File: src/rtl/pwm_fader.sv
`default_nettype none
// ---------------------------------------------------------------------------
// pwm_fader : bus-programmed duty ramp that feeds one write per step into the
//             downstream pwm driver. Optional done flag: PWM_FADER_DONE_IRQ_EN
// Revision  : 1.0
// ---------------------------------------------------------------------------
module pwm_fader #(
  parameter int WIDTH      = 4,
  parameter int RATE_WIDTH = 16
) (
  input  logic        clk,
  input  logic        rst,
  input  logic        sel,
  input  logic        wstrb,
  input  logic [1:0]  addr,
  input  logic [31:0] wdata,
  output logic [31:0] rdata,
  output logic        pwm_sel,
  output logic        pwm_wstrb,
  output logic [31:0] pwm_wdata
`ifdef PWM_FADER_DONE_IRQ_EN
  ,
  output logic        done_irq
`endif
);

  typedef enum logic [1:0] {
    ST_IDLE   = 2'd0,
    ST_RAMP   = 2'd1,
    ST_UPDATE = 2'd2
  } state_t;

  state_t                r_state, w_state_next;
  logic [WIDTH-1:0]      r_target, r_current, w_current_next;
  logic [RATE_WIDTH-1:0] r_rate, r_counter, w_counter_next;
  logic                  r_en, r_sync;
  logic                  w_wr, w_ctrl_wr, w_jump, w_halt, w_busy, w_step, w_done;
  logic                  w_unused;

  assign w_wr      = sel & wstrb;
  assign w_ctrl_wr = w_wr && (addr == 2'd2);
  assign w_jump    = w_ctrl_wr && wdata[1];
  // A CTRL write that clears EN (or jumps) cancels any step due on that edge.
  assign w_halt    = w_jump || (w_ctrl_wr && !wdata[0]);
  assign w_busy    = r_en && (r_current != r_target);
  assign w_unused  = &{1'b0, wdata};

  assign w_current_next = (r_current < r_target) ? r_current + WIDTH'(1)
                                                 : r_current - WIDTH'(1);

  always_comb begin
    w_state_next   = r_state;
    w_counter_next = r_counter;
    w_step         = 1'b0;
    case (r_state)
      ST_IDLE: begin
        w_counter_next = '0;
        if (w_busy) w_state_next = ST_RAMP;
      end
      ST_RAMP: begin
        if (!w_busy) begin
          w_state_next   = ST_IDLE;
          w_counter_next = '0;
        end else if (r_counter == r_rate) begin
          w_state_next   = ST_UPDATE;
          w_counter_next = '0;
          w_step         = 1'b1;
        end else begin
          w_counter_next = r_counter + RATE_WIDTH'(1);
        end
      end
      ST_UPDATE: begin
        w_counter_next = '0;
        w_state_next   = w_busy ? ST_RAMP : ST_IDLE;
      end
      default: begin
        w_state_next   = ST_IDLE;
        w_counter_next = '0;
      end
    endcase
    if (w_halt) begin
      w_state_next   = ST_IDLE;
      w_counter_next = '0;
      w_step         = 1'b0;
    end
  end

  always_ff @(posedge clk) begin
    if (rst) begin
      r_state   <= ST_IDLE;
      r_counter <= '0;
      r_target  <= '0;
      r_rate    <= '0;
      r_en      <= 1'b0;
      r_current <= '0;
      r_sync    <= 1'b1;
      pwm_sel   <= 1'b0;
      pwm_wstrb <= 1'b0;
      pwm_wdata <= '0;
    end else begin
      r_state   <= w_state_next;
      r_counter <= w_counter_next;
      r_sync    <= 1'b0;
      pwm_sel   <= 1'b0;
      pwm_wstrb <= 1'b0;
      if (w_wr && addr == 2'd0) r_target <= wdata[WIDTH-1:0];
      if (w_wr && addr == 2'd1) r_rate   <= wdata[RATE_WIDTH-1:0];
      if (w_ctrl_wr)            r_en     <= wdata[0];
      if (w_jump) begin
        r_current <= r_target;
        pwm_sel   <= 1'b1;
        pwm_wstrb <= 1'b1;
        pwm_wdata <= 32'(r_target);
      end else if (w_step) begin
        r_current <= w_current_next;
        pwm_sel   <= 1'b1;
        pwm_wstrb <= 1'b1;
        pwm_wdata <= 32'(w_current_next);
      end else if (r_sync) begin
        // First cycle out of reset: bring the driver in line with current.
        pwm_sel   <= 1'b1;
        pwm_wstrb <= 1'b1;
        pwm_wdata <= 32'(r_current);
      end
    end
  end

`ifdef PWM_FADER_DONE_IRQ_EN
  logic r_done;

  always_ff @(posedge clk) begin
    if (rst) begin
      r_done <= 1'b0;
    end else if (w_jump || (w_step && w_current_next == r_target)) begin
      r_done <= 1'b1;
    end else if (w_ctrl_wr && wdata[2]) begin
      r_done <= 1'b0;
    end
  end

  assign done_irq = r_done;
  assign w_done   = r_done;
`else
  assign w_done   = 1'b0;
`endif

  always_comb begin
    rdata = '0;
    case (addr)
      2'd0:    rdata = 32'(r_target);
      2'd1:    rdata = 32'(r_rate);
      2'd2:    rdata = {31'd0, r_en};
      default: rdata = {14'd0, w_done, w_busy, 16'(r_current)};
    endcase
  end

endmodule
`default_nettype wire

File: config.mk
export PLATFORM = sky130hd
export DESIGN_NAME = pwm_fader
export DESIGN_NICKNAME = d
export VERILOG_FILES = /design/src/rtl/pwm_fader.sv
export SDC_FILE = /design/constraint.sdc
export NUM_CORES = 1
export LEC_CHECK = 0
export BUFFER_PORTS_ARGS = -buffer_cell sky130_fd_sc_hd__buf_2
export CAP_MARGIN = 25
export CORE_AREA = 5 5 81 83
export CTS_BUF_LIST = sky130_fd_sc_hd__clkbuf_4
export DETAILED_ROUTE_END_ITERATION = 10
export DIE_AREA = 0 0 86 88
export PLACE_DENSITY = 0.93
export SLEW_MARGIN = 30
export SYNTH_ARGS = -nofsm -noshare
export SYNTH_HDL_FRONTEND = slang
export SYNTH_SLANG_ARGS = --single-unit
File: constraint.sdc
create_clock -name clk -period 3 [get_ports clk]
set_clock_uncertainty 0.1 [all_clocks]
set_input_delay 0.45 -clock clk [delete_from_list [all_inputs] [get_ports clk]]
set_output_delay 0.45 -clock clk [all_outputs]
set_load 0.02 [all_outputs]
==> results.sh, run 1 <==
export IMPL_fin_crit_ns=2.72
export IMPL_cts_buffers=5
export IMPL_vdd_drop_max_mv=0.301
export IMPL_hold_viol=0
export IMPL_synth_edf_count=0
export IMPL_area_growth_syn_to_layout_pct=6.00
export IMPL_vias_per_cell=5.28
export IMPL_yosys_area_top_type_share=0.336
export IMPL_die_w_um=86
export IMPL_grt_max_degree=37
export IMPL_rsz0062_at_grt="false"
export IMPL_hold_buffers=0
export IMPL_vias=2416
export IMPL_cts_resized_gates=0
export IMPL_syn_area_um2=2920
export IMPL_clkTransAtPathRegs_ns=0.15
export IMPL_syn_inst=346
export IMPL_clockBufferDepth=2
export IMPL_fmax_mhz=367
export IMPL_fillerInstances=508
export IMPL_powerDensity_nw_per_um2=424
export IMPL_register_area_um2=981
export IMPL_die_h_um=88
export IMPL_port_buffers=44
export IMPL_grt_antenna_before_repair=0
export IMPL_setup_tns_ns=0
export IMPL_maxCapViolations=0
export IMPL_ys_seq_area_frac=0.336
export IMPL_postCtsSetupBuffers=0
export IMPL_grt_usage=0.165
export IMPL_synth_area_per_cell_um2=8.44
export IMPL_num_io_pins=104
export IMPL_tightest_slew_ns=0.757
export IMPL_ys_dominant_reg_cell="dfxtp_1"
export IMPL_clock_sinks=49
export IMPL_multiInputGateArea_um2=1640
export IMPL_critPathKind="reg2reg"
export IMPL_die_area_um2=7570
export IMPL_core_um2=5780
export IMPL_finalPower_mw=1.31
export IMPL_synth_area_leaders="dfxtp_1, buf_4, xor2_1, nand2_1, a21oi_1"
export IMPL_max_slew_margin=0.492
export IMPL_slew_violations=0
export IMPL_nets=428
export IMPL_yosysTopAreaCell="dfxtp_1"
export IMPL_setup_viol=0
export IMPL_hold_class="in2reg"
export IMPL_gr_total_overflow=0
export IMPL_root_buffer="clkbuf_4"
export IMPL_drive_above_1_share=0.180
export IMPL_cp_start_kind="flip-flop"
export IMPL_insertedDiodeCount=0
export IMPL_routabilityCongestion=0.921
export IMPL_leakage_nw=1.36
export IMPL_drt_wl_total_mm=6.34
export IMPL_post_route_period_util=0.908
export IMPL_synth_seq_cells=49
export IMPL_insertion_delay_ns=0.38
export IMPL_timing_final_ws_setup_ns=0.276
export IMPL_cp_required_ns=3.19
export IMPL_start_util=0.505
export IMPL_firstDrtPassIters=4
export IMPL_worst_setup_path_end_kind="flip-flop"
export IMPL_crit_path_max_fanout=3
export IMPL_postRouteAntennaNets=0
export IMPL_critical_path_arrival_ns=2.92
export IMPL_yosys_warnings=0
export IMPL_hpwl_mm=4.86
export IMPL_cts_htree_levels=2
export IMPL_dpl_worst_slack_ns=0.325
export IMPL_grt_pass1_wl_mm=10.0
export IMPL_status="completed"
export IMPL_num_rows=28
export IMPL_drc=0
export IMPL_drtIter0Drc=181
export IMPL_async_flop_share=0
export IMPL_yosysUniqueCellTypes=47
export IMPL_cts_tree="built"
export IMPL_wl_per_cell_um=13.8
export IMPL_grt_pass1_vias=2186
-- sequential cells by signal (all words and copies together) (netlist names) --
name       count
r_current      4
r_state        2
r_sync         1
pwm_wdata      4
pwm_wstrb      1
r_en           1
r_counter     16
r_target       4
r_rate        16
-- kinds of logic (layout without fill, tap and decap cells) --
logic type | Yosys count | in the layout | share of synthesized area
flops | 49 | 49 | 0.336
simple gates | 131 | 131 | 0.245
xor+xnor | 31 | 31 | 0.0930
other cells | 1 | 43 | 0.00128
mux | 5 | 5 | 0.0214
fa+ha+maj | 8 | 8 | 0.0369
buf+inv | 68 | 63 | 0.156
compound gates | 53 | 53 | 0.110
-- power breakdown --
part / switching (mW) / leakage [nW] / internal, mW / total, mW
combinational: 0.117 / 0.912 / 0.0393 / 0.156
clock: 0.223 / 0.0558 / 0.262 / 0.485
sequential: 0.00948 / 0.397 / 0.661 / 0.671
total: 0.349 / 1.36 / 0.963 / 1.31
-- synth_stat cells (2+ instances only) --
cell,number
a31oi_1,2
and4_1,4
clkbuf_1,10
buf_6,2
mux2i_1,4
inv_1,8
a21oi_1,29
ha_1,7
a211o_1,2
nand3_1,13
xor2_1,24
nor3_1,4
dfxtp_1,49
nand2_1,42
and3_1,9
o21ai_0,8
a2111oi_0,2
and2_1,13
buf_2,3
xnor2_1,7
a221oi_1,2
nor2_2,2
nor2_1,19
o211ai_1,2
nor4_1,4
nor2b_1,2
buf_4,44
nor2_4,7
nand4b_1,2
nand4_1,3
-- layer usage --
layer | share of wire | GRT usage
met2 | 0.50 | 0.287
met1 | 0.39 | 0.202
met4 | 0.026 | 0.0647
met3 | 0.091 | 0.0292
met5 | 0 | 0
-- placed cells by master (no fill, tap or decap), types with 2 or more instances in the layout --
cell type and instances:
dfxtp_1 49, conb_1 43, nor2_1 19, xnor2_1 7, nor2_2 2, nor2_4 7, and2_1 13, nand4b_1 2
nand4_1 3, ha_1 7, xor2_1 24, nor4_1 4, nand2_1 42, nor3_1 4, a221oi_1 2, inv_1 8
mux2i_1 4, a21oi_1 29, and3_1 9, and4_1 4, a2111oi_0 2, bufinv_16 2, nor2b_1 2, buf_4 3
a211o_1 2, o21ai_0 8, clkbuf_4 5, nand3_1 13, o211ai_1 2, buf_2 44, a31oi_1 2
-- worst max-delay path, stage by stage (launching register included) --
cell      delay (ns)
dfxtp_1         0.37
inv_1           0.07
ha_1            0.30
nor2b_1         0.13
o211ai_1        0.24
nand2_1         0.17
ha_1            0.35
a21oi_1         0.21
and3_1          0.21
a211oi_1        0.04
nand4b_1        0.20
a311oi_1        0.24
-- stage by stage --
step | std cells | util | hold WS (ns) | area (um2)
6_report | 458 | 0.535 | 0.186 | 3090
5_1_grt | 458 | 0.535 | 0.195 | 3090
4_1_cts | 458 | 0.535 | 0.182 | 3090
3_5_place_dp | 450 | 0.517 | 0.351 | 2990
3_3_place_gp | 450 | 0.517 | 0.343 | 2990
2_1_floorplan | 388 | - | 0.324 | 3080
-- layout make-up --
cell class | instances | share of cell area
clock buffers | 5 | 0.0121
clock inverters | 3 | 0.0222
inverters | 8 | 0.00970
multi-input cells | 271 | 0.530
flip-flops and latches | 49 | 0.317
well taps | 75 | 0.0303
repair buffers | 47 | 0.0784
-- worst paths after layout --
check	start	endpoint	slack, ns	depth (start not counted)
max	r_target[1]$_SDFFE_PP0P_	pwm_wdata[3]$_SDFFE_PP0P_	0.28	11
min	wdata[13]	r_rate[13]$_SDFFE_PP0P_	0.19	3
max reg2reg	r_target[1]$_SDFFE_PP0P_	pwm_wdata[3]$_SDFFE_PP0P_	0.28	11
min reg2reg	r_state[0]$_SDFFE_PP0P_	r_state[0]$_SDFFE_PP0P_	0.36	1
Power figures use the tool's default switching activity.
==> run 2: changes to the inputs <==
==> constraint.sdc (replaced) <==
create_clock -name clk -period 3 [get_ports clk]
set_clock_uncertainty 0.1 [all_clocks]
set_input_delay 0.6 -clock clk [delete_from_list [all_inputs] [get_ports clk]]
set_output_delay 0.6 -clock clk [all_outputs]
set_load 0.02 [all_outputs]
==> run 2 against run 1 <==
  * Flip-flop and latch count unchanged
  * Hold slack improved by 0.16 ns
  * Design area decreased by 0.93%
  * Utilization decreased by 0.50 points
  * Die area unchanged
  * Sequential power about the same
  * Critical path depth unchanged
  * First-iteration DRC count increased by 39%
  * Register-to-register slack got worse by 0.11 ns
  * Clock-buffer cell count unchanged
  * Clock power decreased by 33%
  * Power decreased by 12%
  * Highest routed layer unchanged
==> results.sh, run 2 (same netlist as run 1, synthesis figures left out) <==
export IMPL_critical_path_arrival_ns=3.03
export IMPL_firstDrtPassIters=4
export IMPL_tightest_slew_ns=0.775
export IMPL_fin_crit_ns=2.84
export IMPL_worstHoldStart="wdata[8]"
export IMPL_hold_viol=0
export IMPL_grt_pass1_wl_mm=9.80
export IMPL_fillerInstances=534
export IMPL_worst_setup_path_end_kind="flip-flop"
export IMPL_grt_pass1_vias=2182
export IMPL_critPathMaxStageDelay_ns=0.38
export IMPL_vdd_drop_max_mv=0.280
export IMPL_crit_family="simple AND/OR/NAND/NOR gates"
export IMPL_hold_class="in2reg"
export IMPL_met2_usage=0.268
export IMPL_crit_buf_inv=1
export IMPL_path_common_cell="ha_1"
export IMPL_fmax_mhz=353
export IMPL_leakage_nw=1.35
export IMPL_drc=0
export IMPL_routabilityCongestion=0.884
export IMPL_cp_start_kind="flip-flop"
export IMPL_num_io_pins=104
export IMPL_insertion_delay_ns=0.37
export IMPL_clock_sinks=49
export IMPL_drt_wl_total_mm=6.27
export IMPL_final_common_cell="dfxtp_1"
export IMPL_nets=430
export IMPL_dpl_worst_slack_ns=0.270
export IMPL_setup_viol=0
export IMPL_wl_per_cell_um=13.6
export IMPL_clkTransAtPathRegs_ns=0.15
export IMPL_reg2reg_to="pwm_wdata[3]$_SDFFE_PP0P_"
export IMPL_setup_tns_ns=0
export IMPL_num_rows=28
export IMPL_cts_htree_levels=2
export IMPL_postRouteAntennaNets=0
export IMPL_grt_antenna_before_repair=0
export IMPL_critPathKind="reg2reg"
export IMPL_hpwl_mm=4.82
export IMPL_die_area_um2=7570
export IMPL_slew_violations=0
export IMPL_hold_slack_ns=0.347
export IMPL_path_cells="inv_1, ha_1, nor2b_1, o211ai_1, nand2_1, ha_1, a21oi_1, and3_1, a211oi_1, nand4b_1, a311oi_1"
export IMPL_reg2reg_from="r_target[1]$_SDFFE_PP0P_"
export IMPL_busiest_layer="met2"
export IMPL_die_w_um=86
export IMPL_grt_util_met3=0.0320
export IMPL_grt_max_degree=36
export IMPL_powerDensity_nw_per_um2=377
export IMPL_gr_total_overflow=0
export IMPL_status="completed"
export IMPL_port_buffers=44
export IMPL_reg2regPathDepth=11
export IMPL_reg_top3="r_counter x16, r_rate x16"
export IMPL_start_util=0.505
export IMPL_die_h_um=88
export IMPL_grt_util_met1=0.203
export IMPL_final_cells=460
export IMPL_drive_above_1_share=0.184
export IMPL_area_growth_syn_to_layout_pct=5.01
export IMPL_cts_tree="built"
export IMPL_hold_path_end="r_rate[8]$_SDFFE_PP0P_"
export IMPL_cts_resized_gates=0
export IMPL_timing_final_ws_setup_ns=0.164
export IMPL_postCtsSetupBuffers=0
export IMPL_numPlacedInstances=452
export IMPL_post_route_period_util=0.945
export IMPL_mostFrequentLayoutCells="dfxtp_1, buf_2, conb_1"
export IMPL_drtIter0Drc=252
export IMPL_regToRegSetupSlack_ns=0.16
export IMPL_hold_depth=3
export IMPL_root_buffer="clkbuf_4"
export IMPL_hold_buffers=0
export IMPL_vias=2438
export IMPL_cp_required_ns=3.20
export IMPL_maxCapViolations=0
export IMPL_crit_slowest_cell="dfxtp_1"
export IMPL_rsz0062_at_grt="false"
export IMPL_grt_usage=0.161
export IMPL_max_slew_margin=0.480
export IMPL_cts_buffers=5
export IMPL_vias_per_cell=5.30
export IMPL_insertedDiodeCount=0
export IMPL_clockBufferDepth=2
export IMPL_core_um2=5780
export IMPL_crit_path_max_fanout=3
run 2: cell types whose count changed in the layout (fill, tap and decap cells not counted):
cell / delta
bufinv_16: -2
inv_6: +1
clkinvlp_4: +1
buf_4: +2
run 2: routing by layer:
metal / routed length (um) / share of wire
met1: 2600 / 0.42
met3: 525 / 0.084
met5: 0 / 0
met2: 3030 / 0.48
met4: 112 / 0.018
run 2: worst max path at each step:
stage	endpoint	slack, ns	start	cells past startpoint
6_report	pwm_wdata[3]$_SDFFE_PP0P_	0.16	r_target[1]$_SDFFE_PP0P_	11
4_1_cts	pwm_wdata[3]$_SDFFE_PP0P_	0.24	r_target[1]$_SDFFE_PP0P_	11
5_1_grt	pwm_wdata[3]$_SDFFE_PP0P_	0.07	r_target[1]$_SDFFE_PP0P_	11
2_1_floorplan	pwm_wdata[3]$_SDFFE_PP0P_	0.58	r_target[1]$_SDFFE_PP0P_	11
3_5_place_dp	pwm_wdata[3]$_SDFFE_PP0P_	0.27	r_target[1]$_SDFFE_PP0P_	11
3_3_place_gp	pwm_wdata[3]$_SDFFE_PP0P_	0.45	r_target[1]$_SDFFE_PP0P_	11
run 2: cell type report:
| class | count | area (um2) | share of cell area |
|---|---|---|---|
| Timing Repair Buffer | 49 | 258 | 0.0841 |
| Clock buffer | 5 | 37.5 | 0.0122 |
| Clock inverter | 3 | 25.0 | 0.00816 |
| Tap cell | 75 | 93.8 | 0.0306 |
| Multi-Input combinational cell | 271 | 1640 | 0.535 |
| Sequential cell | 49 | 981 | 0.320 |
| Inverter | 8 | 30.0 | 0.00980 |
run 2: per-stage QoR:
| stage | total power [mW] | instance area [um2] | utilization |
|---|---|---|---|
| floorplan | 0.848 | 3080 | - |
| global placement | 0.835 | 3000 | 0.519 |
| detailed placement | 0.839 | 3000 | 0.519 |
| CTS | 1.16 | 3070 | 0.530 |
| global route | 1.20 | 3070 | 0.530 |
| finish | 1.15 | 3070 | 0.530 |
run 2: tightest hold or removal path: cells and delay by family:
family | cells | cell delay [ns]
buffers and inverters | 1 | 0.09
AOI/OAI and AO/OA | 1 | 0.05
and+or+nand+nor | 1 | 0.04
run 2: report_power, final:
part | switching [mW] | total, mW | internal, mW
clock network | 0.229 | 0.327 | 0.0977
logic | 0.117 | 0.157 | 0.0407
registers | 0.00903 | 0.671 | 0.662
total | 0.355 | 1.15 | 0.800
